`src/rtl/spi_drivers_pkg.sv`:
```
// Shared definitions for the SPI master/slave driver pair.
// Holds the default SCLK half-period, frame width and the master state type.
package spi_drivers_pkg;

    localparam int unsigned SCLK_HALF_DEFAULT = 4;
    localparam int unsigned FRAME_W           = 8;

    typedef enum logic {
        ST_IDLE = 1'b0,
        ST_XFER = 1'b1
    } master_state_e;

endpackage

```
`src/rtl/spi_drivers_sync.sv`:
```
// Two-flop synchronizer for one asynchronous input, with a selectable reset level.
module spi_sync #(
    parameter logic RESET_VAL = 1'b0
) (
    input  logic clk_i,
    input  logic rst_i,
    input  logic d_i,
    output logic q_o
);

    logic meta_q, meta_d;
    logic sync_q, sync_d;

    always_comb begin
        meta_d = d_i;
        sync_d = meta_q;
    end

    always_ff @(posedge clk_i) begin
        if (!rst_i) begin
            meta_q <= RESET_VAL;
            sync_q <= RESET_VAL;
        end else begin
            meta_q <= meta_d;
            sync_q <= sync_d;
        end
    end

    assign q_o = sync_q;

endmodule

```
`src/rtl/spi_master_driver.sv`:
```
// SPI mode-0 master: MSB-first 8-bit full-duplex frames, SCLK derived from clk_i.
// MOSI is the MSB of the transmit shift register, so it is always a flop output.
module spi_master_driver
    import spi_drivers_pkg::*;
#(
    parameter int unsigned SCLK_HALF = SCLK_HALF_DEFAULT
) (
    input  logic               clk_i,
    input  logic               rst_i,
    input  logic               start_i,
    input  logic [FRAME_W-1:0] data_in_bi,
    output logic               busy_o,
    output logic [FRAME_W-1:0] data_out_bo,
    input  logic               spi_miso_i,
    output logic               spi_mosi_o,
    output logic               spi_sclk_o,
    output logic               spi_cs_o
);

    localparam int unsigned CNT_W = $clog2(2 * SCLK_HALF);
    localparam int unsigned BIT_W = $clog2(FRAME_W);

    master_state_e      state_q, state_d;
    logic [CNT_W-1:0]   cnt_q, cnt_d;
    logic [BIT_W-1:0]   bit_q, bit_d;
    logic [FRAME_W-1:0] tx_q, tx_d;
    logic [FRAME_W-1:0] rx_q, rx_d;
    logic [FRAME_W-1:0] dout_q, dout_d;
    logic               sclk_q, sclk_d;
    logic               cs_q, cs_d;
    logic               busy_q, busy_d;

    always_comb begin
        state_d = state_q;
        cnt_d   = cnt_q;
        bit_d   = bit_q;
        tx_d    = tx_q;
        rx_d    = rx_q;
        dout_d  = dout_q;
        sclk_d  = sclk_q;
        cs_d    = cs_q;
        busy_d  = busy_q;

        case (state_q)
            ST_IDLE: begin
                if (start_i) begin
                    state_d = ST_XFER;
                    tx_d    = data_in_bi;
                    cnt_d   = '0;
                    bit_d   = '0;
                    sclk_d  = 1'b0;
                    cs_d    = 1'b0;
                    busy_d  = 1'b1;
                end
            end
            ST_XFER: begin
                cnt_d = cnt_q + 1'b1;
                if (cnt_q == CNT_W'(SCLK_HALF - 1)) begin
                    sclk_d = 1'b1;
                    rx_d   = {rx_q[FRAME_W-2:0], spi_miso_i};
                end else if (cnt_q == CNT_W'(2 * SCLK_HALF - 1)) begin
                    sclk_d = 1'b0;
                    cnt_d  = '0;
                    // The last falling edge also closes the frame in the same cycle.
                    if (bit_q == BIT_W'(FRAME_W - 1)) begin
                        state_d = ST_IDLE;
                        tx_d    = '0;
                        cs_d    = 1'b1;
                        busy_d  = 1'b0;
                        dout_d  = rx_q;
                    end else begin
                        bit_d = bit_q + 1'b1;
                        tx_d  = {tx_q[FRAME_W-2:0], 1'b0};
                    end
                end
            end
            default: state_d = ST_IDLE;
        endcase
    end

    always_ff @(posedge clk_i) begin
        if (!rst_i) begin
            state_q <= ST_IDLE;
            cnt_q   <= '0;
            bit_q   <= '0;
            tx_q    <= '0;
            rx_q    <= '0;
            dout_q  <= '0;
            sclk_q  <= 1'b0;
            cs_q    <= 1'b1;
            busy_q  <= 1'b0;
        end else begin
            state_q <= state_d;
            cnt_q   <= cnt_d;
            bit_q   <= bit_d;
            tx_q    <= tx_d;
            rx_q    <= rx_d;
            dout_q  <= dout_d;
            sclk_q  <= sclk_d;
            cs_q    <= cs_d;
            busy_q  <= busy_d;
        end
    end

    assign busy_o      = busy_q;
    assign data_out_bo = dout_q;
    assign spi_mosi_o  = tx_q[FRAME_W-1];
    assign spi_sclk_o  = sclk_q;
    assign spi_cs_o    = cs_q;

endmodule

```
`src/rtl/spi_slave_driver.sv`:
```
// SPI mode-0 slave: oversamples SCLK/CS/MOSI through synchronizers and works on
// edges of the synchronized copies. MISO is the MSB of the transmit shift register.
module spi_slave_driver
    import spi_drivers_pkg::*;
#(
    parameter int unsigned SCLK_HALF = SCLK_HALF_DEFAULT
) (
    input  logic               clk_i,
    input  logic               rst_i,
    input  logic [FRAME_W-1:0] data_in_bi,
    output logic               ready_o,
    output logic [FRAME_W-1:0] data_out_bo,
    output logic               spi_miso_o,
    input  logic               spi_mosi_i,
    input  logic               spi_sclk_i,
    input  logic               spi_cs_i
);

    localparam int unsigned BIT_W = $clog2(FRAME_W);

    logic sclk_s, cs_s, mosi_s;

    spi_sync #(.RESET_VAL(1'b0)) u_sync_sclk (
        .clk_i (clk_i),
        .rst_i (rst_i),
        .d_i   (spi_sclk_i),
        .q_o   (sclk_s)
    );

    spi_sync #(.RESET_VAL(1'b1)) u_sync_cs (
        .clk_i (clk_i),
        .rst_i (rst_i),
        .d_i   (spi_cs_i),
        .q_o   (cs_s)
    );

    spi_sync #(.RESET_VAL(1'b0)) u_sync_mosi (
        .clk_i (clk_i),
        .rst_i (rst_i),
        .d_i   (spi_mosi_i),
        .q_o   (mosi_s)
    );

    logic               sclk_prev_q, sclk_prev_d;
    logic               cs_prev_q, cs_prev_d;
    logic [BIT_W-1:0]   bit_q, bit_d;
    logic [FRAME_W-1:0] tx_q, tx_d;
    logic [FRAME_W-2:0] rx_q, rx_d;
    logic [FRAME_W-1:0] dout_q, dout_d;
    logic               ready_q, ready_d;

    always_comb begin
        sclk_prev_d = sclk_s;
        cs_prev_d   = cs_s;
        bit_d       = bit_q;
        tx_d        = tx_q;
        rx_d        = rx_q;
        dout_d      = dout_q;
        ready_d     = 1'b0;

        // CS edges take priority so the final SCLK fall never re-drives MISO after deselect.
        if (cs_prev_q && !cs_s) begin
            tx_d  = data_in_bi;
            bit_d = '0;
        end else if (!cs_prev_q && cs_s) begin
            tx_d  = '0;
            bit_d = '0;
        end else if (!cs_s) begin
            if (!sclk_prev_q && sclk_s) begin
                rx_d  = {rx_q[FRAME_W-3:0], mosi_s};
                bit_d = bit_q + 1'b1;
                if (bit_q == BIT_W'(FRAME_W - 1)) begin
                    dout_d  = {rx_q, mosi_s};
                    ready_d = 1'b1;
                    bit_d   = '0;
                end
            end else if (sclk_prev_q && !sclk_s) begin
                tx_d = {tx_q[FRAME_W-2:0], 1'b0};
            end
        end
    end

    always_ff @(posedge clk_i) begin
        if (!rst_i) begin
            sclk_prev_q <= 1'b0;
            cs_prev_q   <= 1'b1;
            bit_q       <= '0;
            tx_q        <= '0;
            rx_q        <= '0;
            dout_q      <= '0;
            ready_q     <= 1'b0;
        end else begin
            sclk_prev_q <= sclk_prev_d;
            cs_prev_q   <= cs_prev_d;
            bit_q       <= bit_d;
            tx_q        <= tx_d;
            rx_q        <= rx_d;
            dout_q      <= dout_d;
            ready_q     <= ready_d;
        end
    end

    assign ready_o     = ready_q;
    assign data_out_bo = dout_q;
    assign spi_miso_o  = tx_q[FRAME_W-1];

endmodule

```
`src/rtl/spi_drivers.sv`:
```
// Wrapper exposing an SPI master and an SPI slave side by side; the SPI bus
// pins of both are brought out so they can be looped back or driven separately.
module spi_drivers
    import spi_drivers_pkg::*;
#(
    parameter int unsigned SCLK_HALF = SCLK_HALF_DEFAULT
) (
    input  logic               clk_i,
    input  logic               rst_i,
    input  logic               m_start_i,
    input  logic [FRAME_W-1:0] m_data_in_bi,
    output logic               m_busy_o,
    output logic [FRAME_W-1:0] m_data_out_bo,
    input  logic               m_spi_miso_i,
    output logic               m_spi_mosi_o,
    output logic               m_spi_sclk_o,
    output logic               m_spi_cs_o,
    input  logic [FRAME_W-1:0] s_data_in_bi,
    output logic               s_ready_o,
    output logic [FRAME_W-1:0] s_data_out_bo,
    output logic               s_spi_miso_o,
    input  logic               s_spi_mosi_i,
    input  logic               s_spi_sclk_i,
    input  logic               s_spi_cs_i
);

    spi_master_driver #(.SCLK_HALF(SCLK_HALF)) u_master (
        .clk_i       (clk_i),
        .rst_i       (rst_i),
        .start_i     (m_start_i),
        .data_in_bi  (m_data_in_bi),
        .busy_o      (m_busy_o),
        .data_out_bo (m_data_out_bo),
        .spi_miso_i  (m_spi_miso_i),
        .spi_mosi_o  (m_spi_mosi_o),
        .spi_sclk_o  (m_spi_sclk_o),
        .spi_cs_o    (m_spi_cs_o)
    );

    spi_slave_driver #(.SCLK_HALF(SCLK_HALF)) u_slave (
        .clk_i       (clk_i),
        .rst_i       (rst_i),
        .data_in_bi  (s_data_in_bi),
        .ready_o     (s_ready_o),
        .data_out_bo (s_data_out_bo),
        .spi_miso_o  (s_spi_miso_o),
        .spi_mosi_i  (s_spi_mosi_i),
        .spi_sclk_i  (s_spi_sclk_i),
        .spi_cs_i    (s_spi_cs_i)
    );

endmodule

```
`config.mk`:
```
export PLATFORM = sky130hd
export DESIGN_NAME = spi_drivers
export DESIGN_NICKNAME = d
export VERILOG_FILES = /design/src/rtl/spi_drivers_pkg.sv /design/src/rtl/spi_drivers_sync.sv /design/src/rtl/spi_master_driver.sv /design/src/rtl/spi_slave_driver.sv /design/src/rtl/spi_drivers.sv
export SDC_FILE = /design/constraint.sdc
export NUM_CORES = 1
export LEC_CHECK = 0
export CORE_MARGIN = 4
export CORE_UTILIZATION = 54
export DETAILED_ROUTE_END_ITERATION = 6
export PLACE_DENSITY_LB_ADDON = 0.2
export SKIP_LAST_GASP = 1
export SYNTH_ARGS = -nofsm -noshare
export SYNTH_HDL_FRONTEND = slang
export SYNTH_SLANG_ARGS = --single-unit
```
`constraint.sdc`:
```
create_clock -name clk_i -period 2.6 [get_ports clk_i]
set_clock_uncertainty 0.2 [all_clocks]
set_input_delay 0.78 -clock clk_i [delete_from_list [all_inputs] [get_ports clk_i]]
set_output_delay 0.78 -clock clk_i [all_outputs]
set_load 0.02 [all_outputs]
```
==> results.yml <==
power:
  peakVddDrop_uv: 345
  powerDensity_nw_per_um2: 564
  p_total_uw: 2120
  p_leak_uw: 0.00143
clock_tree:
  cts_tree: "yes"
  post_cts_buffers: 0
  cts.path.max_buffers: 2
  clkLatencyLatePin_ns: 0.33
  cts_hold_buffers: 0
  cts_made_buffers: 9
  clock_sinks: 69
  clock-root-buffer: "clkbuf_8"
  cts_max_level: 3
  cts-resized-gates: 0
  cts.clk_slew.worst_paths_ns: 0.07
synthesis:
  synthArstFlopShare_pct: 0
  synth_top_family_by_area: "simple AND/OR/NAND/NOR gates"
  synth-adder-area-share_pct: 5.31
  synth.distinct_cells: 45
  synth_compound_area_share_pct: 19.0
  synth_mux_area_share_pct: 3.27
  yosysSeqAreaShare_pct: 45.1
  synthCells: 335
  synth_area_leader_cell: "dfxtp_1"
  synthMostInstantiatedCell: "dfxtp_1"
  syn_area_um2: 3060
  ys_ff_latch: 69
  synth_ff_type: "dfxtp_1"
  synthTopCellsByCount: "69 x dfxtp_1, 47 x nand2_1, 21 x nand3_1"
  synth_area_leaders: "dfxtp_1 45%, nand2_1 5.8%, ha_1 5.3%"
  syn_nets: 371
  yosys_warnings: 0
  yosys.area_share.xor_xnor_pct: 0
  synth-edff-count: 0
  yosys.area.top_type_share_pct: 45.1
  synth.avg_cell_area_um2: 9.14
  yosys.area_share.simple_pct: 22.1
place:
  io_buffers: 44
  dp_hpwl_mm: 3.71
  gp_congestion: 0.710
  post_dp_cell_area_um2: 3570
sta:
  worst_slew_pin_slew_ns: 0.469
  slew_violations: 0
  post-route-period-util_pct: 87.5
  slew_headroom_pct: 68.7
  setup_viol_count_final: 0
  timing.hold.ws_ns: 0.214
  max_freq_mhz: 440
  tns_ns: 0
  final_hold_viol_count: 0
  min_period_ns: 2.27
  rsz0062_at_grt: "no"
drt:
  drt-vias-per-instance: 5.27
  first_pass_iters: 4
  avgRoutedWirePerCell_um: 12.3
  vias: 2366
  remaining_drc_errors: 0
  ant_nets: 0
  drt_iter0_drc: 78
  wirelength_mm: 5.51
die:
  initial_core_util_pct: 55.6
  rows: 27
  fp.dieW_um: 83.3
  die_area_um2: 6940
  io_pins: 45
  die_y_um: 83.3
  design.core.area_um2: 5510
global_route:
  grtUsageMet2_pct: 28.8
  grt-ovfl-total: 0
  grt_pass1_vias: 2341
  grtUsageMet1_pct: 19.4
  grt_pass1_wl_mm: 9.85
  grt_max_degree: 33
  busiest_layer: "met2"
  use_met3_pct: 3.97
  track_usage_pct: 16.9
  antenna_found_initial: 0
worst_setup_path:
  crit_path_max_incr_delay_ns: 0.62
  start_kind: "register"
  crit_start: "u_master.busy_o"
  arrival_ns: 1.29
  crit_chain: "clkdlybuf4s50_1"
  crit_buf_inv: 1
  r2r_start: "u_slave.u_sync_cs.q_o"
  cp.required_ns: 1.62
  critical-path-top-delay-family: "buffers and inverters"
  ff2ff_path_depth: 6
  cp.depth: 1
  reg2reg_slack_ns: 0.44
  rr_endpoint: "u_slave.tx_q[5]"
  slowest_stage: "clkdlybuf4s50_1"
  critPathCapture: "m_busy_o"
  cp_max_fo: 3
  cp-end-kind: "primary output"
  crit_type: "register to primary output"
finish:
  fin_nets: 410
  nFillCells: 449
  design_area_um2: 3760
  syn2layout_area_growth_pct: 23.0
  drive_gt1_share_pct: 9.55
  n_antenna_cell: 0
job:
  maxCapViolCount: 0
min_path:
  min_path_type: "register to register"
outcome:
  outcome: "completed"
worst register-to-register path, delay by kind of cell, from the launching register on:
family | cells | cell delay (ns)
compound gates | 2 | 0.46
fa+ha+maj | 1 | 0.23
buf+inv | 1 | 0.12
flops | 1 | 0.46
simple gates | 2 | 0.58
registers in the layout, summed over array words and instances, names as in the netlist, 7 cells and up:
register,count
u_master.data_out_bo,8
u_master.rx_q,8
u_master.tx_q,8
u_slave.data_out_bo,8
u_slave.rx_q,7
u_slave.tx_q,8
through the flow:
stage	setup slack (ns)	instances	util, %
after floorplan	0.641	335	-
after global placement	0.135	435	64.8
after detailed placement	0.0655	435	64.8
after CTS	0.300	449	68.4
after global routing	0.200	449	68.4
final	0.325	449	68.4
routing by layer:
| metal | part of all wire (%) | up-vias |
|---|---|---|
| met5 | 0 | - |
| met1 | 46 | 1074 |
| li1 | - | 1235 |
| met3 | 4.3 | 12 |
| met4 | 2.3 | 0 |
| met2 | 48 | 45 |
worst min path at each step:
stage,depth (start not counted),to,from
floorplan,1,u_slave.u_sync_cs.q_o,u_slave.u_sync_cs.meta_q
global placement,1,u_slave.u_sync_cs.q_o,u_slave.u_sync_cs.meta_q
detailed placement,1,u_slave.u_sync_cs.q_o,u_slave.u_sync_cs.meta_q
CTS,1,u_slave.u_sync_cs.q_o,u_slave.u_sync_cs.meta_q
global route,1,u_slave.u_sync_cs.q_o,u_slave.u_sync_cs.meta_q
finish,1,u_slave.u_sync_cs.q_o,u_slave.u_sync_cs.meta_q
cell type report:
| type | count | area, um^2 | area share (%) |
|---|---|---|---|
| Clock buffer | 13 | 169 | 4.49 |
| Clock inverter | 1 | 30.0 | 0.798 |
| Inverter | 11 | 41.3 | 1.10 |
| Multi-Input combinational cell | 230 | 1540 | 40.8 |
| Sequential cell | 69 | 1380 | 36.7 |
| Tap cell | 72 | 90.1 | 2.39 |
| Timing Repair Buffer | 53 | 515 | 13.7 |
report_power, final:
part | total (uW) | internal [uW] | leakage (uW) | switching [uW]
clock | 870 | 512 | 0.000102 | 358
combinational | 159 | 84.9 | 0.000768 | 73.8
sequential | 1090 | 1080 | 0.000560 | 16.1
cell usage in the layout (no fill, tap or decap), types with 2 or more instances in the layout:
cell             instances
dfxtp_1                 69
nand2_1                 47
clkdlybuf4s50_1         43
nand3_1                 21
a21boi_0                19
nor2b_1                 16
a21boi_1                14
ha_1                    13
clkbuf_8                12
inv_1                   11
a21oi_1                 11
mux2i_1                 10
nor2_1                   8
nor3b_1                  8
buf_4                    8
o221ai_1                 7
o211a_1                  7
o21ai_1                  7
and2_1                   6
or3_2                    6
o21ai_0                  3
nand3b_1                 2
or3_1                    2
o32ai_1                  2
a31oi_1                  2
nand2b_1                 2
cell families (layout without fill, tap and decap cells):
| kind of cell | after synthesis | count (layout) |
|---|---|---|
| adders and majority gates | 13 | 13 |
| AOI/OAI and AO/OA | 79 | 79 |
| muxes | 10 | 10 |
| and+or+nand+nor | 128 | 128 |
| buffers and inverters | 36 | 78 |
| DFF | 69 | 69 |
No activity file was read; power rests on OpenSTA's default activity.
